<file path="src/rtl/timer_key_controller.sv">
// Front-panel sequencer for the count-down timer.
// Turns four raw button levels and the timer's ring flag into an
// edit/run/pause/alarm state machine. It holds the BCD preset and issues
// fixed-width set/play/stop/reset command pulses to the timer.
module timer_key_controller #(
   parameter int CLK_HZ    = 5_000_000,  // clock cycles per second
   parameter int RING_SEC  = 10,         // seconds the alarm rings before auto-silence
   parameter int PULSE_CYC = 2           // command pulse width in cycles, 1..15
) (
   input  logic       clk,
   input  logic       rst_n,
   input  logic       key_mode,
   input  logic       key_up,
   input  logic       key_start,
   input  logic       key_clr,
   input  logic       timer_ring,
   input  logic       timer_counting,
   output logic [7:0] hour_bcd_out,
   output logic [7:0] minute_bcd_out,
   output logic [7:0] second_bcd_out,
   output logic       set_out,
   output logic       play_out,
   output logic       stop_out,
   output logic       reset_out,
   output logic       alarm_on,
   output logic       blink,
   output logic [2:0] state_code
);

   localparam int TICK_W    = (CLK_HZ > 1) ? $clog2(CLK_HZ) : 1;
   localparam int SEC_W     = (RING_SEC > 0) ? $clog2(RING_SEC + 1) : 1;
   localparam int BLINK_CYC = (CLK_HZ / 4 > 0) ? CLK_HZ / 4 : 1;
   localparam int BLINK_W   = (BLINK_CYC > 1) ? $clog2(BLINK_CYC) : 1;
   localparam logic [3:0] PULSE_W = 4'(PULSE_CYC);

   // Bit positions inside the synchroniser / event vectors.
   localparam int K_MODE  = 0;
   localparam int K_UP    = 1;
   localparam int K_START = 2;
   localparam int K_CLR   = 3;
   localparam int K_RING  = 4;

   typedef enum logic [2:0] {
      ST_IDLE   = 3'd0,
      ST_EDIT_H = 3'd1,
      ST_EDIT_M = 3'd2,
      ST_EDIT_S = 3'd3,
      ST_LOAD   = 3'd4,
      ST_RUN    = 3'd5,
      ST_PAUSED = 3'd6,
      ST_ALARM  = 3'd7
   } state_t;

   typedef enum logic [2:0] {
      CMD_NONE  = 3'd0,
      CMD_SET   = 3'd1,
      CMD_PLAY  = 3'd2,
      CMD_STOP  = 3'd3,
      CMD_RESET = 3'd4
   } cmd_t;

   // BCD increment with carry from the low digit and wrap at lim back to 00.
   function automatic logic [7:0] bcd_inc(input logic [7:0] v, input logic [7:0] lim);
      if (v == lim)
         return 8'h00;
      if (v[3:0] == 4'd9)
         return {v[7:4] + 4'd1, 4'd0};
      return v + 8'd1;
   endfunction

   logic [4:0] raw_in;
   logic [4:0] sync1_q, sync2_q, prev_q, evt_q;

   state_t     state_q, state_d;
   logic [7:0] hour_q, hour_d, minute_q, minute_d, second_q, second_d;
   logic [3:0] cnt_q, cnt_d;
   cmd_t       cmd_q, cmd_d, launch;

   logic [TICK_W-1:0]  tick_q;
   logic [SEC_W-1:0]   sec_q;
   logic [BLINK_W-1:0] blink_cnt_q;
   logic               blink_q;

   logic       busy, in_edit, timeout, preset_zero, any_key;
   logic       ev_clr, ev_start, ev_mode, ev_up, ev_ring;
   logic [3:0] key_ev;
   logic       unused_counting;

   // The counting flag is status only; it deliberately drives nothing.
   assign unused_counting = timer_counting;

   assign raw_in = {timer_ring, key_clr, key_start, key_up, key_mode};

   // Two-flop synchroniser followed by a registered rising-edge detector.
   always_ff @(posedge clk or negedge rst_n) begin
      if (!rst_n) begin
         sync1_q <= '0;
         sync2_q <= '0;
         prev_q  <= '0;
         evt_q   <= '0;
      end else begin
         // NOTE: sequential state uses non-blocking assignments so every flop samples pre-edge values.
         sync1_q <= raw_in;
         sync2_q <= sync1_q;
         prev_q  <= sync2_q;
         evt_q   <= sync2_q & ~prev_q;
      end
   end

   assign busy        = (cnt_q != 4'd0);
   assign in_edit     = (state_q == ST_EDIT_H) || (state_q == ST_EDIT_M) || (state_q == ST_EDIT_S);
   assign timeout     = (sec_q == SEC_W'(RING_SEC));
   assign preset_zero = (hour_q == 8'h00) && (minute_q == 8'h00) && (second_q == 8'h00);

   // Key events are dropped while a pulse is in flight; priority clr > start > mode > up.
   assign key_ev   = evt_q[3:0] & {4{~busy}};
   assign any_key  = |key_ev;
   assign ev_clr   = key_ev[K_CLR];
   assign ev_start = key_ev[K_START] & ~key_ev[K_CLR];
   assign ev_mode  = key_ev[K_MODE]  & ~key_ev[K_CLR] & ~key_ev[K_START];
   assign ev_up    = key_ev[K_UP]    & ~key_ev[K_CLR] & ~key_ev[K_START] & ~key_ev[K_MODE];
   assign ev_ring  = evt_q[K_RING];

   // Next state, preset edits and command-pulse launch.
   always_comb begin
      // NOTE: every signal driven here gets a default first so no path leaves it unassigned and infers a latch.
      state_d  = state_q;
      hour_d   = hour_q;
      minute_d = minute_q;
      second_d = second_q;
      cnt_d    = busy ? (cnt_q - 4'd1) : 4'd0;
      cmd_d    = cmd_q;
      launch   = CMD_NONE;

      case (state_q)
         ST_IDLE: begin
            if (ev_clr) begin
               launch = CMD_RESET;
            end else if (ev_start) begin
               if (!preset_zero) begin
                  launch  = CMD_PLAY;
                  state_d = ST_RUN;
               end
            end else if (ev_mode) begin
               state_d = ST_EDIT_H;
            end
         end

         ST_EDIT_H, ST_EDIT_M, ST_EDIT_S: begin
            if (ev_clr) begin
               hour_d   = 8'h00;
               minute_d = 8'h00;
               second_d = 8'h00;
               state_d  = ST_IDLE;
            end else if (ev_mode) begin
               case (state_q)
                  ST_EDIT_H: state_d = ST_EDIT_M;
                  ST_EDIT_M: state_d = ST_EDIT_S;
                  default:   state_d = ST_LOAD;
               endcase
            end else if (ev_up) begin
               case (state_q)
                  ST_EDIT_H: hour_d   = bcd_inc(hour_q, 8'h23);
                  ST_EDIT_M: minute_d = bcd_inc(minute_q, 8'h59);
                  default:   second_d = bcd_inc(second_q, 8'h59);
               endcase
            end
         end

         ST_LOAD: begin
            // One launch cycle, then hold here until the last pulse cycle.
            if (!busy)
               launch = CMD_SET;
            else if (cnt_q == 4'd1)
               state_d = ST_IDLE;
         end

         ST_RUN: begin
            if (ev_ring) begin
               state_d = ST_ALARM;
            end else if (ev_clr) begin
               launch  = CMD_RESET;
               state_d = ST_IDLE;
            end else if (ev_start) begin
               launch  = CMD_STOP;
               state_d = ST_PAUSED;
            end
         end

         ST_PAUSED: begin
            if (ev_clr) begin
               launch  = CMD_RESET;
               state_d = ST_IDLE;
            end else if (ev_start) begin
               launch  = CMD_PLAY;
               state_d = ST_RUN;
            end else if (ev_mode) begin
               state_d = ST_EDIT_H;
            end
         end

         ST_ALARM: begin
            // A key on the timeout cycle still yields only the one reset pulse.
            if ((any_key || timeout) && !busy) begin
               launch  = CMD_RESET;
               state_d = ST_IDLE;
            end
         end

         default: state_d = ST_IDLE;
      endcase

      if (launch != CMD_NONE) begin
         cnt_d = PULSE_W;
         cmd_d = launch;
      end
   end

   // State, preset and pulse-engine registers.
   always_ff @(posedge clk or negedge rst_n) begin
      if (!rst_n) begin
         state_q  <= ST_IDLE;
         hour_q   <= 8'h00;
         minute_q <= 8'h00;
         second_q <= 8'h00;
         cnt_q    <= 4'd0;
         cmd_q    <= CMD_NONE;
      end else begin
         state_q  <= state_d;
         hour_q   <= hour_d;
         minute_q <= minute_d;
         second_q <= second_d;
         cnt_q    <= cnt_d;
         cmd_q    <= cmd_d;
      end
   end

   // Alarm duration: sub-second tick plus saturating whole-second count, live only in ALARM.
   always_ff @(posedge clk or negedge rst_n) begin
      if (!rst_n) begin
         tick_q <= '0;
         sec_q  <= '0;
      end else if (state_q != ST_ALARM) begin
         tick_q <= '0;
         sec_q  <= '0;
      end else if (tick_q == TICK_W'(CLK_HZ - 1)) begin
         tick_q <= '0;
         if (!timeout)
            sec_q <= sec_q + SEC_W'(1);
      end else begin
         tick_q <= tick_q + TICK_W'(1);
      end
   end

   // Blink generator: toggles every quarter second while editing, parked high otherwise.
   always_ff @(posedge clk or negedge rst_n) begin
      if (!rst_n) begin
         blink_cnt_q <= '0;
         blink_q     <= 1'b1;
      end else if (!in_edit) begin
         blink_cnt_q <= '0;
         blink_q     <= 1'b1;
      end else if (blink_cnt_q == BLINK_W'(BLINK_CYC - 1)) begin
         blink_cnt_q <= '0;
         blink_q     <= ~blink_q;
      end else begin
         blink_cnt_q <= blink_cnt_q + BLINK_W'(1);
      end
   end

   assign hour_bcd_out   = hour_q;
   assign minute_bcd_out = minute_q;
   assign second_bcd_out = second_q;

   assign set_out   = busy && (cmd_q == CMD_SET);
   assign play_out  = busy && (cmd_q == CMD_PLAY);
   assign stop_out  = busy && (cmd_q == CMD_STOP);
   assign reset_out = busy && (cmd_q == CMD_RESET);

   assign alarm_on   = (state_q == ST_ALARM);
   assign blink      = in_edit ? blink_q : 1'b1;
   assign state_code = state_q;

endmodule

</file>
<file path="config.mk">
export PLATFORM = sky130hd
export DESIGN_NAME = timer_key_controller
export DESIGN_NICKNAME = d
export VERILOG_FILES = /design/src/rtl/timer_key_controller.sv
export SDC_FILE = /design/constraint.sdc
export NUM_CORES = 1
export LEC_CHECK = 0
export BUFFER_PORTS_ARGS = -buffer_cell sky130_fd_sc_hd__buf_2
export CORE_ASPECT_RATIO = 1.4
export CORE_UTILIZATION = 60
export CTS_CLUSTER_SIZE = 25
export DETAILED_ROUTE_END_ITERATION = 7
export PLACE_DENSITY_LB_ADDON = 0.3
export SYNTH_ARGS = -nofsm -noshare
export SYNTH_HDL_FRONTEND = slang
export SYNTH_SLANG_ARGS = --single-unit
</file>
<file path="constraint.sdc">
create_clock -name clk -period 2.41 [get_ports clk]
set_clock_uncertainty 0.05 [all_clocks]
set_input_delay 0.482 -clock clk [delete_from_list [all_inputs] [get_ports clk]]
set_output_delay 0.482 -clock clk [all_outputs]
set_load 0.02 [all_outputs]
</file>
==> summary by stage, run 1 <==
Place
Detailed placement finished with a half-perimeter wire length of 8110 µm. The worst slack after detailed placement is 0.256 ns. The count of buffers added on input and output ports is 39.

The congestion estimate from routability-driven global placement came to 0.892.

Synth
Yosys mapped a number of flops with a built-in enable equal to 0. The netlist uses 73 different library cells. Counting instances in the post-synthesis netlist gives the leading cell types as 102 x sky130_fd_sc_hd__dfrtp_1, 85 x sky130_fd_sc_hd__nor2_1, 45 x sky130_fd_sc_hd__nand2_1, 39 x sky130_fd_sc_hd__xnor2_1. A synthesized cell averages 9.56 µm². The most used flip-flop cell after synthesis is sky130_fd_sc_hd__dfrtp_1. The synthesis warning total is 0.

The synthesized design devotes to its leading area cell type 46.2% of total area. Counting flops and latches in the post-synthesis netlist gives 103. The number of nets in the synthesized netlist is 608.

The cell count after synthesis is 578. Sorting the synthesized cells by area gives the leading types as sky130_fd_sc_hd__dfrtp_1 46%, sky130_fd_sc_hd__xnor2_1 6.2%, sky130_fd_sc_hd__nor2_1 5.8%. Yosys instantiated no cell more often than sky130_fd_sc_hd__dfrtp_1. The proportion of register bits with asynchronous set or reset after synthesis is 100%. The cell taking the most area after synthesis is sky130_fd_sc_hd__dfrtp_1. After synthesis, flip-flops and latches occupy 46.7% of the total area. The area of the mapped netlist is 5530 µm².

Clocking
The H-tree level count is 3. The CTS tree is built. After clock tree synthesis, the flow added hold-fix buffers numbering 0. The clock buffer count from CTS is 9. The clock network latency to the later pin of the worst-skew pair is 0.34 ns. The root buffer selected by CTS is sky130_fd_sc_hd__clkbuf_16. The maximum root-to-sink buffer count is 2.

Clock-pin slew was measured on the worst setup and hold paths at 0.07 ns. The post-cts sizing count is 0. CTS saw 103 sinks. The post-CTS setup buffer count is 0.

Die
The placement row count is 41. The core area is 8980 µm². The effective utilization at floorplan is 61.5%. The die boundary width is 83.1 µm.

The floorplan step defined a die boundary enclosing 9600 µm². The I/O pin count is 41. The die height is 116 µm.

Min path
The class of the most critical hold timing path is input pin to async pin.

Drt
The sum of met3 wire segment lengths after detailed routing is 325 µm. The first-iteration detailed-routing DRC count is 213. The top layer reached by signal wires is met4.

The routed design uses 5980 µm of met2 wire. The average detailed-routed wire length per instance is 15.5 µm. The per-cell via count in the routed design is 5.95.

The first detailed-routing pass took 4 iterations. Summed over all layers, the routed wires come to 11400 µm. In this run the remaining antenna-violating nets after routing total 0. The detailed-route via count is 4389. After detailed routing, the number of remaining DRC violations is 0. In the final routing, the length of wire on met1 measures 4550 µm.

Outcome
The flow ran to the end, and the final reports show no timing, DRC or antenna violations.

Timing
The number of failing hold endpoints at the final stage is 0. Timing would allow up to 459 MHz. The max-slew violation count was 0. The count of endpoints failing setup in the final report is 0.

Setup repair after global routing left no endpoint under its margin. The worst max-slew margin expressed relative to the limit is 65.0%. Summed over all failing endpoints, the final setup total negative slack is 0 ns.

The final cycle utilization of the critical path is 90.5%. The smallest clock period supported by the final layout is computed as 2.18 ns. The final worst setup slack is 0.230 ns. The slew at the pin with the worst max-slew slack is 0.523 ns.

Layout
The antenna diode count is 0. In the final design database the tool counted 656 nets. The post-route netlist has 14.1% of its cells at a drive strength greater than 1.

From synthesis to final layout, the design area changed by 11.7%. Fill cells in the final layout number 680.

Power and ir drop
IR analysis of the VDD net gives a maximum drop of 762 µV. Of the total power, the share spent switching nets is 35.8%. The static leakage power is 2.67 nW. The share of total power dissipated in combinational logic is 32.2%.

The power dissipated by switching net loads is 1.84 mW. The internal portion of the total power is 3.30 mW. Registers are responsible for 41.3% of the overall power. The design draws 5.13 mW. The power density of the placed cells is 832 nW/µm². The part of the power in the clock network is 26.5%.

Flow run
The number of maximum-capacitance violations is 0.

Critical path
The worst reg2reg path startpoint is cnt_q[0]$_DFF_PN0_. The worst setup path is of the flip-flop to flip-flop kind. The signal arrival time at the worst endpoint is 2.38 ns.

At the worst endpoint, the required time is 2.61 ns. Counting cells, the worst reg-to-reg path comes to 6. STA classifies the critical path startpoint as a flip-flop. The endpoint of the worst register-to-register path is hour_bcd_out[7]$_DFFE_PN0P_. The minimum setup slack among reg-to-reg paths is 0.23 ns.

The capturing element type of the critical path is a flip-flop. The largest driver fanout on the critical path is 16.

Global routing
Entering global routing, the biggest net connects 38 pins. The sum of overflow across all layers after global routing is 0. The combined global-route utilization of all metal layers is 25.4%.

The first global-routing pass estimated 19600 µm of wire. The via count of the first global-routing pass is 4370. The initial antenna violation count came to 0.
-- sequential cells by signal, summed over array words and instances (netlist names), 5 cells and up --
name	count
blink_cnt_q	21
evt_q	5
hour_bcd_out	8
minute_bcd_out	8
prev_q	5
second_bcd_out	8
sync1_q	5
sync2_q	5
tick_q	23
-- layout by cell type, fill, tap and decap left out, types with 3 or more instances in the layout --
master                      instances
sky130_fd_sc_hd__a21oi_1           12
sky130_fd_sc_hd__a31oi_1            7
sky130_fd_sc_hd__and2_1             5
sky130_fd_sc_hd__and3_1             8
sky130_fd_sc_hd__and4b_1            3
sky130_fd_sc_hd__buf_2             38
sky130_fd_sc_hd__buf_4             16
sky130_fd_sc_hd__clkbuf_16          9
sky130_fd_sc_hd__dfrtp_1          102
sky130_fd_sc_hd__ha_1              22
sky130_fd_sc_hd__inv_1             26
sky130_fd_sc_hd__mux2i_1            3
sky130_fd_sc_hd__nand2_1           45
sky130_fd_sc_hd__nand2b_1           7
sky130_fd_sc_hd__nand3_1           32
sky130_fd_sc_hd__nand3b_1           3
sky130_fd_sc_hd__nand4_1           15
sky130_fd_sc_hd__nor2_1            85
sky130_fd_sc_hd__nor2b_1            9
sky130_fd_sc_hd__nor3_1            12
sky130_fd_sc_hd__nor3b_1            3
sky130_fd_sc_hd__nor4_1            13
sky130_fd_sc_hd__nor4b_1            7
sky130_fd_sc_hd__o21ai_0           32
sky130_fd_sc_hd__o31ai_1            3
sky130_fd_sc_hd__xnor2_1           39
sky130_fd_sc_hd__xor2_1            13
-- layer usage --
| metal | global-route usage [%] | vias up |
|---|---|---|
| li1 | - | 2108 |
| met1 | 28.5 | 2117 |
| met2 | 45.8 | 117 |
| met3 | 3.77 | 47 |
| met4 | 15.9 | 0 |
| met5 | 0 | - |
-- stage by stage --
| step | hold slack [ns] | instances | util, % | cell area, µm² |
|---|---|---|---|---|
| floorplan | 0.136 | 578 | - | 5530 |
| global placement | 0.284 | 722 | 65.6 | 5890 |
| detailed placement | 0.285 | 722 | 65.6 | 5890 |
| CTS | 0.0497 | 738 | 68.7 | 6170 |
| global route | 0.0750 | 738 | 68.7 | 6170 |
| finish | 0.0423 | 738 | 68.7 | 6170 |
-- worst max-delay path, stage by stage, from the launching register on --
cell and delay (ns):
sky130_fd_sc_hd__dfrtp_1 0.48, sky130_fd_sc_hd__nor4_4 0.32, sky130_fd_sc_hd__buf_4 0.25, sky130_fd_sc_hd__and2_1 0.19, sky130_fd_sc_hd__o21ai_2 0.15, sky130_fd_sc_hd__or2_1 0.32
sky130_fd_sc_hd__o41ai_2 0.31
-- worst max-delay path by stage --
stage	slack (ns)	end	startpoint
floorplan	0.38	state_code[0]$_DFFE_PN0P_	cnt_q[0]$_DFF_PN0_
global placement	0.29	state_code[0]$_DFFE_PN0P_	second_bcd_out[0]$_DFFE_PN0P_
detailed placement	0.26	hour_bcd_out[3]$_DFFE_PN0P_	cnt_q[0]$_DFF_PN0_
CTS	0.22	hour_bcd_out[7]$_DFFE_PN0P_	cnt_q[0]$_DFF_PN0_
global route	0.06	hour_bcd_out[7]$_DFFE_PN0P_	cnt_q[0]$_DFF_PN0_
finish	0.23	hour_bcd_out[7]$_DFFE_PN0P_	cnt_q[0]$_DFF_PN0_
-- final cells by class --
| class | count | area (µm²) | share of cell area (%) |
|---|---|---|---|
| Clock buffer | 13 | 260 | 4.22 |
| Clock inverter | 3 | 17.5 | 0.284 |
| Inverter | 26 | 97.6 | 1.58 |
| Multi-Input combinational cell | 431 | 2750 | 44.6 |
| Sequential cell | 103 | 2580 | 41.8 |
| Tap cell | 107 | 134 | 2.17 |
| Timing Repair Buffer | 55 | 330 | 5.35 |
-- logic make-up (layout without fill, tap and decap cells) --
| family | Yosys count | count (layout) | synth area share, % |
|---|---|---|---|
| AND/OR/NAND/NOR | 270 | 270 | 25.9 |
| flip-flops | 103 | 103 | 46.7 |
| AO/OA/AOI/OAI | 83 | 83 | 9.90 |
| XOR/XNOR | 52 | 52 | 8.24 |
| buffers and inverters | 44 | 97 | 3.51 |
| adder cells (fa/ha/maj) | 22 | 22 | 4.98 |
| multiplexers | 4 | 4 | 0.815 |
-- power by group through the flow --
stage                     registers [mW]  logic [mW]  clock network [mW]
final                               2.12        1.65                1.36
after global routing                2.16        1.84                1.46
after CTS                           2.12        1.65                1.38
after detailed placement            2.15        1.64                   0
after global placement              2.13        1.60                   0
after floorplan                     2.18        1.14                   0
(Power assumes the default switching activity.)
==> inputs of run 2 (changes only) <==
--- a/config.mk
+++ b/config.mk
@@ -5,11 +5,12 @@
 export SDC_FILE = /design/constraint.sdc
 export NUM_CORES = 1
 export LEC_CHECK = 0
-export BUFFER_PORTS_ARGS = -buffer_cell sky130_fd_sc_hd__buf_2
 export CORE_ASPECT_RATIO = 1.4
-export CORE_UTILIZATION = 60
+export CORE_UTILIZATION = 64
 export CTS_CLUSTER_SIZE = 25
 export DETAILED_ROUTE_END_ITERATION = 7
+export DONT_BUFFER_PORTS = 1
+export GPL_ROUTABILITY_DRIVEN = 0
 export PLACE_DENSITY_LB_ADDON = 0.3
 export SYNTH_ARGS = -nofsm -noshare
 export SYNTH_HDL_FRONTEND = slang
==> run 2 against run 1 <==
- the run now ends with negative hold slack left
- wire length grew 1.4%
- sequential power down 2%
- clock power grew 7%
- flip-flop and latch count unchanged
- setup slack lost 0.10 ns
- core utilization is 5.1 points higher
- fmax decreased by 4.5%
- critical path type is now flip-flop to primary output
- critical endpoint is now stop_out
==> summary by stage, run 2 (same netlist as run 1, synthesis figures left out) <==
Outcome
The flow ran to the end, but the final reports show violations. The final reports fail on negative hold slack.

Clocking
The post-cts sizing count is 0. For this design, the sink count on the clock tree is 103. The clock buffer count from CTS is 9. The H-tree generated during clock tree synthesis spans 3 levels.

Clock latency on the worst-skew pair, taken at its later pin, is 0.35 ns. The clock-pin transition on the worst setup and hold timing paths is 0.08 ns. The root buffer cell chosen for the clock tree is sky130_fd_sc_hd__clkbuf_16. TritonCTS built the clock tree. The clock passes through at most 2 buffers. The number of setup buffers added after CTS is 0.

Drt
For this block, the via count after detailed routing is 4368. The detail route stage leaves a number of antenna-violating nets equal to 0. The first TritonRoute pass finished after 5 iterations. After detailed routing, the average wire length per cell comes to 16.3 µm. The detailed router finished its first iteration with 303 violations.

The DRC violation count after routing is 0. The routed design has 11600 µm of wire. After detailed routing, the number of vias per cell comes to 6.15.

Critical path
In this design, the largest share of critical-path delay is due to simple AND/OR/NAND/NOR gates. Of all nets on the critical path, the largest fanout is 9. The cell occurring most often along the worst timing path is sky130_fd_sc_hd__nor2_1. The signal arrival time at the worst endpoint is 1.75 ns.

The endpoint of the worst register-to-register path is minute_bcd_out[6]$_DFFE_PN0P_. The highest cell delay on the worst timing path is 0.48 ns. For the worst flop-to-flop path, the logic depth is 6. STA classifies the critical path endpoint as a primary output. The worst reg2reg path startpoint is cnt_q[0]$_DFF_PN0_.

For the worst setup path, the data required time is 1.88 ns. The worst setup path is launched from a flip-flop. Across all register-to-register paths, the minimum setup slack is 0.19 ns. The cell with the largest stage delay on the worst path is sky130_fd_sc_hd__dfrtp_1. Walking the worst path, the cells encountered are nor4_4 > buf_4 > nor2_1 > nand2_1 > nor2_1. The critical path start-end classification is flip-flop to primary output.

The launching element of the worst setup path is cnt_q[0]$_DFF_PN0_. The total buffers and inverters traversed by the critical path is 1.

Power and ir drop
The worst-case vdd ir drop is 614 µV. For this design the ratio of total power to cell area is 856 nW/µm². The design draws 5.21 mW. The static leakage power is 2.57 nW.

Timing
At the pin with the least slew margin, the transition time is 0.606 ns. The number of failing hold endpoints at the final stage is 103. The max-slew violation count is 0. The worst path uses 94.7% of the clock period.

The smallest hold slack is -0.232 ns. Timing would allow up to 438 MHz. The worst max-slew margin expressed relative to the limit is 59.4%. The setup total negative slack is 0 ns. Setup repair after global routing left no endpoint under its margin.

The routed design could run at a clock period as short as 2.28 ns. The worst path meets setup with 0.127 ns of slack. Setup violations remaining at the end of the flow were counted as 0.

Global routing
After global routing the overflow that remains totals 0. The combined global-route utilization of all metal layers is 28.1%. The via count of the first global-routing pass is 4313. The maximum number of pins on one net before global-route repair is 104.

The global-route wire length before repair is 19800 µm. The initial antenna violation count is 0.

Layout
The repair_antennas step left the layout with diodes totalling 0. The number of inserted filler cells in the final layout is 582. The register ranked first by flip-flop count is tick_q.

The largest registers in the layout are tick_q (23), blink_cnt_q (21). The flip-flop count of the largest register, all copies and words added is 23. The final-stage net count is 633. In the layout the commonest cells are 102 x sky130_fd_sc_hd__dfrtp_1, 85 x sky130_fd_sc_hd__nor2_1, 45 x sky130_fd_sc_hd__nand2_1. The most common cell after layout, fill and taps aside is sky130_fd_sc_hd__dfrtp_1. The fraction of layout cells with a size suffix above 1 is 11.2%. The area growth from synthesis to layout is 10.3%.

At the end of the flow the core is filled with cells to 73.9%.

Die
The die height is 112 µm. The core region is 8250 µm². The effective utilization at floorplan is 67.0%.

The die footprint is 9010 µm². During I/O placement, the number of pins put on the boundary was 41. The die boundary width is 80.5 µm.

The placement row count is 39.

Place
The count of input and output buffers is 0. The half-perimeter wire length after detailed placement is 7990 µm. Before CTS, the worst setup slack after placement is 0.226 ns.

Flow run
The number of maximum-capacitance violations is 0.

Min path
The worst hold path belongs to the class input pin to async pin.
[run 2: layout make-up]
class / count / area (µm²) / area share (%)
multi-input cells: 431 / 2750 / 45.2
flip-flops and latches: 103 / 2580 / 42.3
inverters: 26 / 97.6 / 1.60
repair buffers: 32 / 240 / 3.94
well taps: 102 / 128 / 2.09
clock buffers: 9 / 225 / 3.70
clock inverters: 7 / 71.3 / 1.17
[run 2: where the power goes]
group	leakage, nW	total [mW]	switching (mW)	internal, mW
Combinational	1.05	1.68	1.01	0.672
Sequential	1.37	2.08	0.192	1.89
Clock	0.148	1.45	0.712	0.740
[run 2: how the worst max path moves through the flow]
stage | endpoint | slack, ns | cells after the start
finish | stop_out | 0.13 | 5
global route | set_out | 0.04 | 5
CTS | stop_out | 0.13 | 5
detailed placement | minute_bcd_out[6]$_DFFE_PN0P_ | 0.23 | 6
global placement | minute_bcd_out[6]$_DFFE_PN0P_ | 0.27 | 6
floorplan | state_code[0]$_DFFE_PN0P_ | 0.38 | 7
[run 2: metrics by stage]
step	cell area, µm²	hold slack (ns)	cells
final	6090	-0.232	710
after global routing	6090	-0.243	710
after CTS	6090	-0.240	710
after detailed placement	5800	0.139	694
after global placement	5800	0.139	694
after floorplan	5530	0.136	578
[run 2: layer usage]
layer / wire (µm) / track usage, % / vias to the layer above / part of all wire [%]
li1: - / - / 2067 / -
met4: 387 / 14.0 / 0 / 3.3
met2: 6190 / 49.3 / 128 / 54
met3: 428 / 3.77 / 31 / 3.7
met5: 0 / 0 / - / 0
met1: 4560 / 32.9 / 2142 / 39
